## src/rtl/change_pkg.sv

```systemverilog
// rtl/change_pkg.sv - shared types and constants for the change dispenser
package change_pkg;

    localparam int CW_DEFAULT = 4;

    typedef enum logic [2:0] {
        IDLE,
        CALC,
        REQ,
        WAIT_LOW,
        END
    } state_t;

    localparam logic [1:0] FC_NONE     = 2'b00;
    localparam logic [1:0] FC_UNDERPAY = 2'b01;
    localparam logic [1:0] FC_STOCK    = 2'b10;
    localparam logic [1:0] FC_TIMEOUT  = 2'b11;

endpackage

```

## src/rtl/change_hs_timer.sv

```systemverilog
// rtl/change_hs_timer.sv - per-coin handshake watchdog
module change_hs_timer #(
    parameter int TIMEOUT = 255
) (
    input  logic clk,
    input  logic reset,
    input  logic clear,
    input  logic enable,
    output logic expired
);

    localparam int TW = (TIMEOUT < 2) ? 1 : $clog2(TIMEOUT);

    logic [TW-1:0] count;

    // expired flags the last counted cycle, so the FSM leaves on the TIMEOUT-th edge
    assign expired = enable && (count == TW'(TIMEOUT - 1));

    always_ff @(posedge clk or posedge reset) begin
        if (reset) begin
            count <= '0;
        end else if (clear) begin
            count <= '0;
        end else if (enable && !expired) begin
            count <= count + TW'(1);
        end
    end

endmodule

```

## src/rtl/change_dispenser.sv

```systemverilog
// rtl/change_dispenser.sv - pays out change in dimes then nickels via a 4-phase hopper
module change_dispenser
    import change_pkg::*;
#(
    parameter int TIMEOUT = 255,
    parameter int CW      = CW_DEFAULT
) (
    input  logic          clk,
    input  logic          reset,
    input  logic          start,
    input  logic [CW-1:0] credit,
    input  logic [CW-1:0] price,
    input  logic          load_stock,
    input  logic [CW-1:0] dime_in,
    input  logic [CW-1:0] nickel_in,
    input  logic          hop_ack,
    output logic          hop_dime,
    output logic          hop_nickel,
    output logic          busy,
    output logic          done,
    output logic          fault,
    output logic [1:0]    fault_code,
    output logic [CW-1:0] dime_stock,
    output logic [CW-1:0] nickel_stock
);

    state_t        state, state_next;
    logic [CW-1:0] credit_r, price_r;
    logic [CW-1:0] dimes_left, nickels_left;
    logic [CW-1:0] change, half, plan_d, plan_n;
    logic          underpay, stock_short;
    logic          abort;
    logic [1:0]    abort_code;
    logic          expired, timer_clear, timer_enable;
    logic          accept_start, take_coin;

    assign change      = credit_r - price_r;
    assign underpay    = price_r > credit_r;
    assign half        = change >> 1;
    assign plan_d      = (dime_stock < half) ? dime_stock : half;
    assign plan_n      = change - (plan_d << 1);
    assign stock_short = plan_n > nickel_stock;

    assign accept_start = (state == IDLE) && start && !load_stock;
    assign take_coin    = (state == REQ) && hop_ack && !expired;

    assign hop_dime   = (state == REQ) && (dimes_left != '0);
    assign hop_nickel = (state == REQ) && (dimes_left == '0);
    assign busy       = (state != IDLE);
    assign done       = (state == END);

    assign timer_enable = (state == REQ) || (state == WAIT_LOW);
    assign timer_clear  = (state_next == REQ) && (state != REQ);

    change_hs_timer #(.TIMEOUT(TIMEOUT)) u_timer (
        .clk     (clk),
        .reset   (reset),
        .clear   (timer_clear),
        .enable  (timer_enable),
        .expired (expired)
    );

    always_ff @(posedge clk or posedge reset) begin
        if (reset) begin
            state <= IDLE;
        end else begin
            state <= state_next;
        end
    end

    always_comb begin
        state_next = state;
        abort      = 1'b0;
        abort_code = FC_NONE;
        case (state)
            IDLE: begin
                if (accept_start) state_next = CALC;
            end
            CALC: begin
                if (underpay) begin
                    abort      = 1'b1;
                    abort_code = FC_UNDERPAY;
                    state_next = IDLE;
                end else if (stock_short) begin
                    abort      = 1'b1;
                    abort_code = FC_STOCK;
                    state_next = IDLE;
                end else if (change == '0) begin
                    state_next = END;
                end else begin
                    state_next = REQ;
                end
            end
            REQ, WAIT_LOW: begin
                if (expired) begin
                    abort      = 1'b1;
                    abort_code = FC_TIMEOUT;
                    state_next = IDLE;
                end else if (state == REQ && hop_ack) begin
                    state_next = WAIT_LOW;
                end else if (state == WAIT_LOW && !hop_ack) begin
                    state_next = (dimes_left != '0 || nickels_left != '0) ? REQ : END;
                end
            end
            END:     state_next = IDLE;
            default: state_next = IDLE;
        endcase
    end

    always_ff @(posedge clk or posedge reset) begin
        if (reset) begin
            credit_r     <= '0;
            price_r      <= '0;
            dimes_left   <= '0;
            nickels_left <= '0;
            dime_stock   <= '0;
            nickel_stock <= '0;
            fault        <= 1'b0;
            fault_code   <= FC_NONE;
        end else begin
            fault <= abort;
            if (state == IDLE && load_stock) begin
                dime_stock   <= dime_in;
                nickel_stock <= nickel_in;
            end
            if (accept_start) begin
                credit_r   <= credit;
                price_r    <= price;
                fault_code <= FC_NONE;
            end
            if (abort) fault_code <= abort_code;
            if (state == CALC) begin
                dimes_left   <= plan_d;
                nickels_left <= plan_n;
            end
            // the plan was checked against stock in CALC, so these never underflow
            if (take_coin) begin
                if (dimes_left != '0) begin
                    dimes_left <= dimes_left - CW'(1);
                    dime_stock <= dime_stock - CW'(1);
                end else begin
                    nickels_left <= nickels_left - CW'(1);
                    nickel_stock <= nickel_stock - CW'(1);
                end
            end
        end
    end

endmodule

```

## config.mk

```make
export PLATFORM = sky130hd
export DESIGN_NAME = change_dispenser
export DESIGN_NICKNAME = d
export VERILOG_FILES = /design/src/rtl/change_pkg.sv /design/src/rtl/change_hs_timer.sv /design/src/rtl/change_dispenser.sv
export SDC_FILE = /design/constraint.sdc
export NUM_CORES = 1
export LEC_CHECK = 0
export CAP_MARGIN = 20
export CORE_MARGIN = 4
export CORE_UTILIZATION = 40
export DETAILED_ROUTE_END_ITERATION = 16
export REMOVE_ABC_BUFFERS = 1
export SLEW_MARGIN = 0
export SYNTH_ARGS = -nofsm -noshare
export SYNTH_HDL_FRONTEND = slang
export SYNTH_HIERARCHICAL = 1
export SYNTH_SLANG_ARGS = --single-unit
```

## constraint.sdc

```tcl
create_clock -name clk -period 7.1 [get_ports clk]
set_clock_uncertainty 0.05 [all_clocks]
set_input_delay 2.13 -clock clk [delete_from_list [all_inputs] [get_ports clk]]
set_output_delay 2.13 -clock clk [all_outputs]
set_load 0.01 [all_outputs]
```

**Word-level counts from Yosys, hierarchy flattened**

Index checks and enable logic that the tools add are counted.

- Output and inout port bits: 15
- Flip-flop bits (word level): 38

- $lt $le $gt $ge: 3
- Add/subtract/negate cells: 7
- Eq/ne operators: 7
- Reduce and logical (&&, ||, !) cells: 25
- Multiplexer cells: 34

Operator list:

| operator | count |
|---|---|
| $mux W4 | 13 |
| $mux W3 | 8 |
| $mux W8 | 2 |
| $sub A4 B1 Y4 const B | 4 |
| $logic_and A1 B1 Y1 | 11 |
| $mux W2 | 5 |
| $eq A3 B2 Y1 const B | 3 |
| $pmux W3 S3 | 1 |
| $add A8 B1 Y8 const B | 1 |
| $eq A8 B8 Y1 const B | 1 |
| $gt A4 B4 Y1 | 2 |
| $logic_not A4 Y1 | 2 |
| $reduce_bool A4 Y1 | 2 |
| $sub A4 B4 Y4 | 2 |
| $lt A4 B3 Y1 | 1 |
| $pmux W2 S2 | 1 |
| $reduce_bool A2 Y1 | 2 |
| $eq A3 B1 Y1 const B | 1 |
| $eq A3 B3 Y1 const B | 1 |
| $logic_not A1 Y1 | 3 |
| $logic_not A3 Y1 | 1 |
| $mux W1 | 3 |
| $ne A3 B2 Y1 const B | 1 |
| $reduce_bool A3 Y1 | 1 |
| other kinds (3) | 4 |

**Longest topological paths before layout**

Gate-level depths: netlist of the first run.

- Depth in word-level cells: 11
- Mapped depth: 19
- Mapped depth without buffers: 18

**Hierarchy**

Netlist of the first run, hierarchy kept.

Modules (own cells, without submodules):

| module | times used | cells an instance | seq. area each (um^2) | area each (um^2) |
|---|---|---|---|---|
| change_dispenser | 1 | 219 | 750.7 | 1995.7 |
| change_hs_timer | 1 | 50 | 200.2 | 499.2 |

**Least setup slack after synthesis of the first run**

No wires, ideal clock.

- Path type: register to register
- Start point: register credit_r[0]
- End point: register u_timer.count[1]
- Path buffers: 1
- Arrival time: 4515 ps
- Cell stages (with the launch flop): 20
- Setup slack: 2410 ps
- Library setup time: 125 ps
- Path through: dfrtp_1 > inv_1 > ha_1 > fa_1 > or3_1 > o21a_1 > o211a_2 > a21oi_1 > nor2_1 > ha_1 > fa_1 > xor2_1 > ha_1 > and4_1 > a21oi_1 > nor4_1 > a2111oi_0 > buf_1 > nor2b_1 > mux2_4

- Cells in the longest elaborated chain, start to end: 11

Ends and longest elaborated chain:

| what | line | text |
|---|---|---|
| start: declaration | change_dispenser.sv:28 | `logic [CW-1:0] credit_r, price_r;` |
| start signal: assignment | change_dispenser.sv:127 | `credit_r <= credit;` |
| $sub A4 B4 Y4 | change_dispenser.sv:37 | `assign change = credit_r - price_r;` |
| $lt A4 B3 Y1 | change_dispenser.sv:40 | `assign plan_d = (dime_stock < half) ? dime_stock : half;` |
| $mux W4 | change_dispenser.sv:40 |  |
| $sub A4 B4 Y4 | change_dispenser.sv:41 | `assign plan_n = change - (plan_d << 1);` |
| $gt A4 B4 Y1 | change_dispenser.sv:42 | `assign stock_short = plan_n > nickel_stock;` |
| $mux W3 | change_dispenser.sv:84 | `end else if (stock_short) begin` |
| $mux W3 * | change_dispenser.sv:80 | `if (underpay) begin` |
| $pmux W3 S3 * | change_dispenser.sv:75 | `case (state)` |
| $eq A3 B2 Y1 * | change_dispenser.sv:53 | `assign timer_clear = (state_next == REQ) && (state != REQ);` |
| $logic_and A1 B1 Y1 * | change_dispenser.sv:53 |  |
| named net timer_clear | change_dispenser.sv:34 | `logic expired, timer_clear, timer_enable;` |
| $mux W8 or $reduce_bool A2 Y1 (tied branches) | n/a |  |
| end signal: assignment | change_hs_timer.sv:25 | `count <= count + TW'(1);` |
| end: declaration | change_hs_timer.sv:14 | `logic [TW-1:0] count;` |

Mark *: on every way through the listed nets, which the timed path passes. The rest lies on a longest branch.
A chain may end at the register's enable or synchronous reset.

**Final worst setup path of the first run**

Ends and elaborated chain as after synthesis.

==> summary by stage, run 1 <==
Finish
The area growth from synthesis to final layout is 22.87%. In the final layout, the share of cells above drive strength 1 is 0.1042. The final instance count without filler cells is approximately 380. The fraction of the core area covered by cells at the end of the flow is 0.5117.

The final-stage net count is 345. The area of all placed cells without fillers is a little over 3000 sq um. The antenna diode instance count is 0.

STA
Setup repair after global routing left no endpoint under its margin. On the final layout, the worst hold slack is between 400 and 500 ps. The worst-margin pin slew is 773.5 ps.

In the finished design, the share of the clock period the worst path needs comes to 0.7081. The final setup TNS is 0 ps. Static timing analysis puts the maximum clock frequency at 198.9 MHz.

Measured against its own limit, the worst slew margin works out to 0.4800. Setup violations remaining at the end of the flow were counted as 0. The max-slew violation count is 0. The minimum clock period after layout is about 5000 ps.

The number of hold-slack violations in the final timing report was 0. The worst path meets setup with about 2100 ps of slack.

CTS
The TritonCTS clock tree is yes. The number of buffers added to fix hold violations after cts is 0. The H-tree was split into 2 levels.

The clock passes through at most 2 buffers. The CTS root buffer is clkbuf_8. The number of clock buffers inserted by TritonCTS is 5. The clock-pin slew reported for the worst setup and hold paths after clock tree synthesis is 80 ps. The source-to-sink clock delay at the later pin of the worst-skew pair is ~290 ps. The number of resized instances in the post-cts repair step is 0. Counting every sink on the clock net gives 38.

The number of buffers added for setup after CTS is 0.

Worst setup path
For this design, the slowest cell found on the critical path is fa_1. The critical path data arrival time is 5150 ps. The critical register-to-register path startpoint is credit_r[0]. The number of cells on the worst reg-to-reg path is 19. The capturing element type of the critical path is a flop. Across all register-to-register paths, the minimum setup slack is approximately 2100 ps. Traced cell by cell, the critical path runs through inv_1, ha_1, fa_1, or3_1, o21a_1, o211a_2, a21oi_1, nor2_1, ha_1, fa_1, xor2_1, ha_1, and4_1, a21oi_1, nor4_1, a2111oi_1, buf_4, nor2b_1, mux2_4. The start-to-end type of the worst setup path is flop to flop. The longest individual stage delay on the worst path is roughly 520 ps.

In this run the worst setup path begins at credit_r[0]. Counting stages on the worst path, the most repeated cell is ha_1. STA classifies the critical path startpoint as a flop. The worst path required time is 7220 ps. The capture point of the critical path is u_timer/count[1]. Of all nets on the critical path, the largest fanout is 10. In this run the critical register-to-register path is captured at u_timer/count[1].

Yosys
In this run, synthesis inferred 0 flip-flops with an integrated enable. The share of flip-flops with an asynchronous set or reset is 1.000. The post-synthesis register bit count is 38. The share of synthesized area in the top cell type comes to 0.3811. After synthesis, the netlist uses 55 different library cells.

The post-synthesis instance area is 2495 sq um. The warning count from the yosys run is 6. The largest total area in the synthesized netlist belongs to dfrtp_1. In the synthesized netlist the dominant register cell turns out to be dfrtp_1.

The synthesized netlist cell count is around 270. In this run the mean area of a mapped cell was just over 9 sq um. Yosys attributes the largest share of cell area to dfrtp_1 (38%), ha_1 (8.0%), a21oi_1 (4.2%), inv_1 (4.2%), mux2_2 (3.6%). For this run, the register share of the synthesized area comes to 0.3811.

GRT
The global-route congestion overflow total is 0. The global-route wire length before repair is slightly below 10 mm. The initial antenna violation count is 0. The via count of the first global-routing pass is between 2000 and 2500. For this run, the total global-route usage over all layers was measured as 0.1617.

The maximum number of pins on one net before global-route repair is 31.

Routing
The final wirelength is ~5.7 mm. After detailed routing, the number of vias per cell comes to roughly 5.4. The per-cell routed wire length is about 15 microns.

For this run, design rule violations remaining after detail routing come to 0. The first detailed-routing pass took 4 iterations. The starting DRC count in detailed routing is 70.

Detailed routing inserted a total of approximately 2100 vias. The residual antenna-violating net count after detailed routing is 0.

Place
The detailed placement HPWL is around 4.3 mm. Including well taps, the total number of placed cells is 374. Routability-driven placement finished with a final weighted congestion of about 0.8. Input and output buffers added on the ports amount to 35.

The worst setup slack before clock tree synthesis is around 2100 ps. After detailed placement, the total cell area comes to between 2000 and 3000 sq um.

Floorplanning
Pin placement for this block handled 36 I/O pins. The area of the die is between 7000 and 8000 sq um. The initial utilization of the core area, before any placement, comes to 0.4165. The floorplan step set the die width to roughly 87 microns. After floorplanning, the core was divided into 28 placement rows. The vertical die dimension is ~87 microns. After floorplanning, the core was sized to cover around 6000 sq um.

Power
The power per standard cell area is around 530 nW/um^2. The total chip power is between 1.5 and 2 mW. VDD sags by at most around 270 uV. The standby leakage power is 1.377 nW.

Worst hold path
The path class of the tightest hold or removal check is flop to flop. The worst min-delay path startpoint is credit_r[0].

Run
Max-cap violations in this run came to 0.

Run status
The flow ran to the end, and the final reports show no timing, DRC or antenna violations.
[cells in the mapped netlist, types with 3 or more instances]
master,number
a211oi_1,4
a21o_1,4
a21oi_1,21
a311oi_1,4
and2_1,3
and3_1,8
clkbuf_1,4
dfrtp_1,38
ha_1,16
inv_1,28
mux2_2,8
nand2_1,22
nand2b_1,3
nand3_1,11
nand3b_1,3
nand4_1,3
nor2_1,12
nor2b_1,4
nor3_1,9
o21a_1,3
o21ai_0,13
xor2_1,3
[critical path, delay by kind of cell (launching register included)]
family | cells | cell delay (ps)
compound gates | 5 | 1310
buf+inv | 2 | 290
simple gates | 5 | 830
xor+xnor | 1 | 230
fa+ha+maj | 5 | 1580
mux | 1 | 270
flops | 1 | 340
[per-layer routing]
metal  GRT usage  up-vias  part of all wire
met5           0        -                 0
met4     0.03824        0            0.0095
met3     0.03879        7             0.039
met2      0.2553       29              0.45
met1      0.2237      989              0.50
li1            -     1046                 -
[final cells by class]
| type | count | area [sq um] |
|---|---|---|
| timing repair buffer | 38 | 372.9 |
| fill | 562 | 2925 |
| multi-input combinational | 195 | 1400 |
| inverter | 28 | 105.1 |
| tap | 75 | 93.84 |
| clock buffer | 6 | 82.58 |
| clock inverter | 2 | 60.06 |
| sequential | 38 | 950.9 |
[how the worst min path moves through the flow]
stage                          to  cells after the start
floorplan           dimes_left[3]                      1
global placement       price_r[3]                      1
detailed placement    credit_r[0]                      1
CTS                   credit_r[0]                      1
global route           price_r[3]                      1
finish                credit_r[0]                      1
[flip-flops by register name, indices dropped and copies added, names as in the netlist]
register       count
dimes_left         4
nickels_left       4
price_r            4
u_timer/count      8
nickel_stock       4
fault_code         2
state              3
fault              1
credit_r           4
dime_stock         4
[layout by cell type (no fill, tap or decap), drive strengths merged, types with 3 or more instances in the layout]
cell type       n
nor3           10
o31ai           4
clkdlybuf4s50  35
nor4            3
nor2b           4
a311oi          4
o21ai          13
ha             16
a21oi          21
nor2           12
buf             3
clkbuf          6
nand2          22
nand2b          3
a21o            4
nand4           3
xor2            3
inv            28
a211oi          4
o21a            3
nand3          11
and2            3
nand3b          3
and3            8
dfrtp          38
nor3b           3
mux2           10
[cell families after synthesis]
logic type | share of synthesized area
adder cells (fa/ha/maj) | 0.09629
AO/OA/AOI/OAI | 0.2086
flip-flops | 0.3811
multiplexers | 0.04815
XOR/XNOR | 0.01404
buffers and inverters | 0.05817
AND/OR/NAND/NOR | 0.1936
[report_power, final]
part / internal [mW] / switching (mW) / total [mW] / leakage (nW)
combinational: 0.445 / 0.558 / 1.00 / 0.841
sequential: 0.306 / 0.0877 / 0.393 / 0.465
clock: 0.150 / 0.0772 / 0.227 / 0.0714
total: 0.901 / 0.723 / 1.62 / 1.38
Power figures use the tool's default switching activity.
==> inputs of run 2 (changes only) <==
==> constraint.sdc (replaced) <==
create_clock -name clk -period 4.4 [get_ports clk]
set_clock_uncertainty 0.05 [all_clocks]
set_input_delay 1.32 -clock clk [delete_from_list [all_inputs] [get_ports clk]]
set_output_delay 1.32 -clock clk [all_outputs]
set_load 0.01 [all_outputs]
==> run 2 against run 1 <==
  * Cell area increased by 8.7%
  * Critical path depth increased by 2
  * Count of clock-buffer cells in the layout unchanged
  * Setup slack got worse by 2000 ps
  * Die area unchanged
  * Fmax increased by 16%
  * Via count increased by 3.5%
  * Core utilization increased by 4.4 points
  * Critical path type unchanged
  * Critical endpoint unchanged
  * Largest cell class unchanged
==> summary by stage, run 2 (synthesized netlist as in run 1, its figures left out) <==
CTS
Clock-pin slew was measured on the worst setup and hold paths at roughly 70 ps. TritonCTS built the clock tree. The number of clock buffers inserted by TritonCTS is 5. The longest clock path from root to sink contains 2 buffers. The clock tree synthesis step divided the H-tree into 2 levels.

The number of clock sinks is 38. Clock latency on the worst-skew pair, taken at its later pin, is roughly 280 ps. The tree is rooted in a clkbuf_8.

Routing
The detailed router finished its first iteration with between 100 and 150 violations. After detailed routing, the number of remaining DRC violations is 0. The via count is ~2100. Once detail routing completed, the nets flagged for antenna violations numbered 0.

The number of search-and-repair iterations in the first detailed-routing pass is 4. The per-cell routed wire length is 14.87 microns. The final wirelength is about 6.0 mm.

Using the TritonRoute via totals, the vias-per-cell ratio works out to 5.320.

Finish
Once layout is complete, the utilization of the core stands at 0.5560. Leaving out fill and tap cells, the most frequent cells in the layout are dfrtp_1 (38), clkdlybuf4s50_1 (35), inv_1 (27). The final instance count without filler cells is 403. The area growth from synthesis to layout is 33.50%. The number of flip-flops in the largest register is 8. The ratio of cells with drive above 1 in the final layout is 0.2134. The number of antenna diodes in the final layout is 0. The register with the most flip-flops is u_timer/count. At the end of the flow, the number of nets in the layout was between 300 and 400.

The library cell used most frequently in the layout, excluding fill and tap cells, is dfrtp_1.

Worst setup path
STA classifies the critical path startpoint as a flop. The worst setup path is captured at a flop. The critical path data arrival time is 4480 ps. Along the worst path, the maximum fanout reaches 5. The start-to-end type of the worst setup path is flop to flop.

For the worst setup path, the data required time is ~4500 ps.

Floorplanning
The floorplan step defined a die boundary enclosing 7565 sq um. The initial utilization of the core area, before any placement, comes to 0.4165. The core region is between 5000 and 6000 sq um. The width of the die is about 87 microns. The floorplan row count is 28.

From bottom edge to top edge, the die measures around 87 microns. The boundary pin count is 36.

STA
The worst relative slew slack is 0.4780. The final cycle utilization of the critical path is 0.9891. The maximum clock frequency is approximately 230 MHz. The minimum clock period after layout is 4352 ps. Across all hold checks on the routed design, the worst slack comes to roughly 460 ps. Setup repair after global routing could not meet its margin everywhere. The final-report setup violation count is 0. The max-slew violation count was 0. The number of hold-slack violations in the final timing report was 0. For the pin with the worst max-slew slack, the measured transition is approximately 780 ps. Adding up every negative setup slack in the final design gives 0 ps.

Place
Buffers placed on the I/O ports in this run total 35. The final weighted congestion in routability-driven placement is roughly 0.82. The wire-length estimate of the detail-placed layout is 4.353 mm. The number of placed instances, taps included, is 387.

GRT
The total track usage is 0.1713. The via count of the first global-routing pass is between 2000 and 2500. The global-route congestion overflow total is 0. The maximum number of pins on one net before global-route repair is 31.

The global-route wire length before repair is 10.32 mm. The initial antenna violation count was 0.

Run
The number of max-cap violations is 0.

Worst hold path
The class of the worst hold path is flop to flop.

Run status
The run finished with clean final reports.
==> run 2: area by class of cell <==
cell class / count / area, sq um
Tap cell: 75 / 93.84
Multi-Input combinational cell: 195 / 1545
Fill cell: 542 / 2660
Sequential cell: 38 / 950.9
Clock buffer: 6 / 82.58
Timing Repair Buffer: 61 / 553.0
Inverter: 28 / 105.1
==> run 2: stage by stage <==
step	setup WS, ps	area, sq um
after floorplan	-1089	2455
after global placement	-172.6	3020
after detailed placement	-307.0	3020
after CTS	-61.82	3213
after global routing	-110.7	3331
final	47.79	3331
==> run 2: critical path, cell delays in order, from the launching register on <==
cell       delay [ps]
dfrtp_1           380
inv_1              60
ha_2              180
fa_1              440
buf_6             140
o21a_1            160
o21a_1            190
a21o_1            220
buf_6             130
and3_4            170
nor2_4             90
ha_4              130
fa_2              430
inv_2              90
ha_4              200
and4_4            180
a21oi_4           180
nor4_4             70
a2111oi_4         280
buf_4             180
nor2b_1            40
mux2_4            260
==> run 2: routing by layer <==
layer	global-route usage	wire length [microns]	vias up
li1	-	-	1094
met1	0.2252	2834	1017
met2	0.2912	2905	28
met3	0.03595	207	5
met4	0.03399	43	0
met5	0	0	-
==> run 2: what timing repair did <==
action / 4_1_cts / 5_1_grt
gates resized for setup: 12 / 15
endpoints found under the hold margin: 0 / 0
setup buffers: 7 / 3
setup endpoints to repair: 8 / 8
hold buffers: 0 / 0
pin swaps: 17 / 10
==> run 2: final timing paths <==
check                      depth (start not counted)               end  slack, ps        start
setup reg to reg                                  21  u_timer/count[1]         50  credit_r[0]
max in group asynchronous                          3        price_r[0]       2610        reset
setup / recovery                                  21  u_timer/count[1]         50  credit_r[0]
min in group asynchronous                          2  u_timer/count[6]       1250        reset
hold / removal                                     1        price_r[3]        460   price_r[3]
hold reg to reg                                    1        price_r[3]        460   price_r[3]
Power of run 2 is not shown: default switching activity piles up to over one toggle a cycle in this logic, so the estimate is an artifact.
==> inputs of run 3 (changes only) <==
--- a/config.mk
+++ b/config.mk
@@ -5,7 +5,6 @@
 export SDC_FILE = /design/constraint.sdc
 export NUM_CORES = 1
 export LEC_CHECK = 0
-export CAP_MARGIN = 20
 export CORE_MARGIN = 4
 export CORE_UTILIZATION = 40
 export DETAILED_ROUTE_END_ITERATION = 16
==> results of run 3 <==
Same layout as run 2: the final DEF is identical, and so are final timing and power.
Power of run 3 is left out for the same reason.
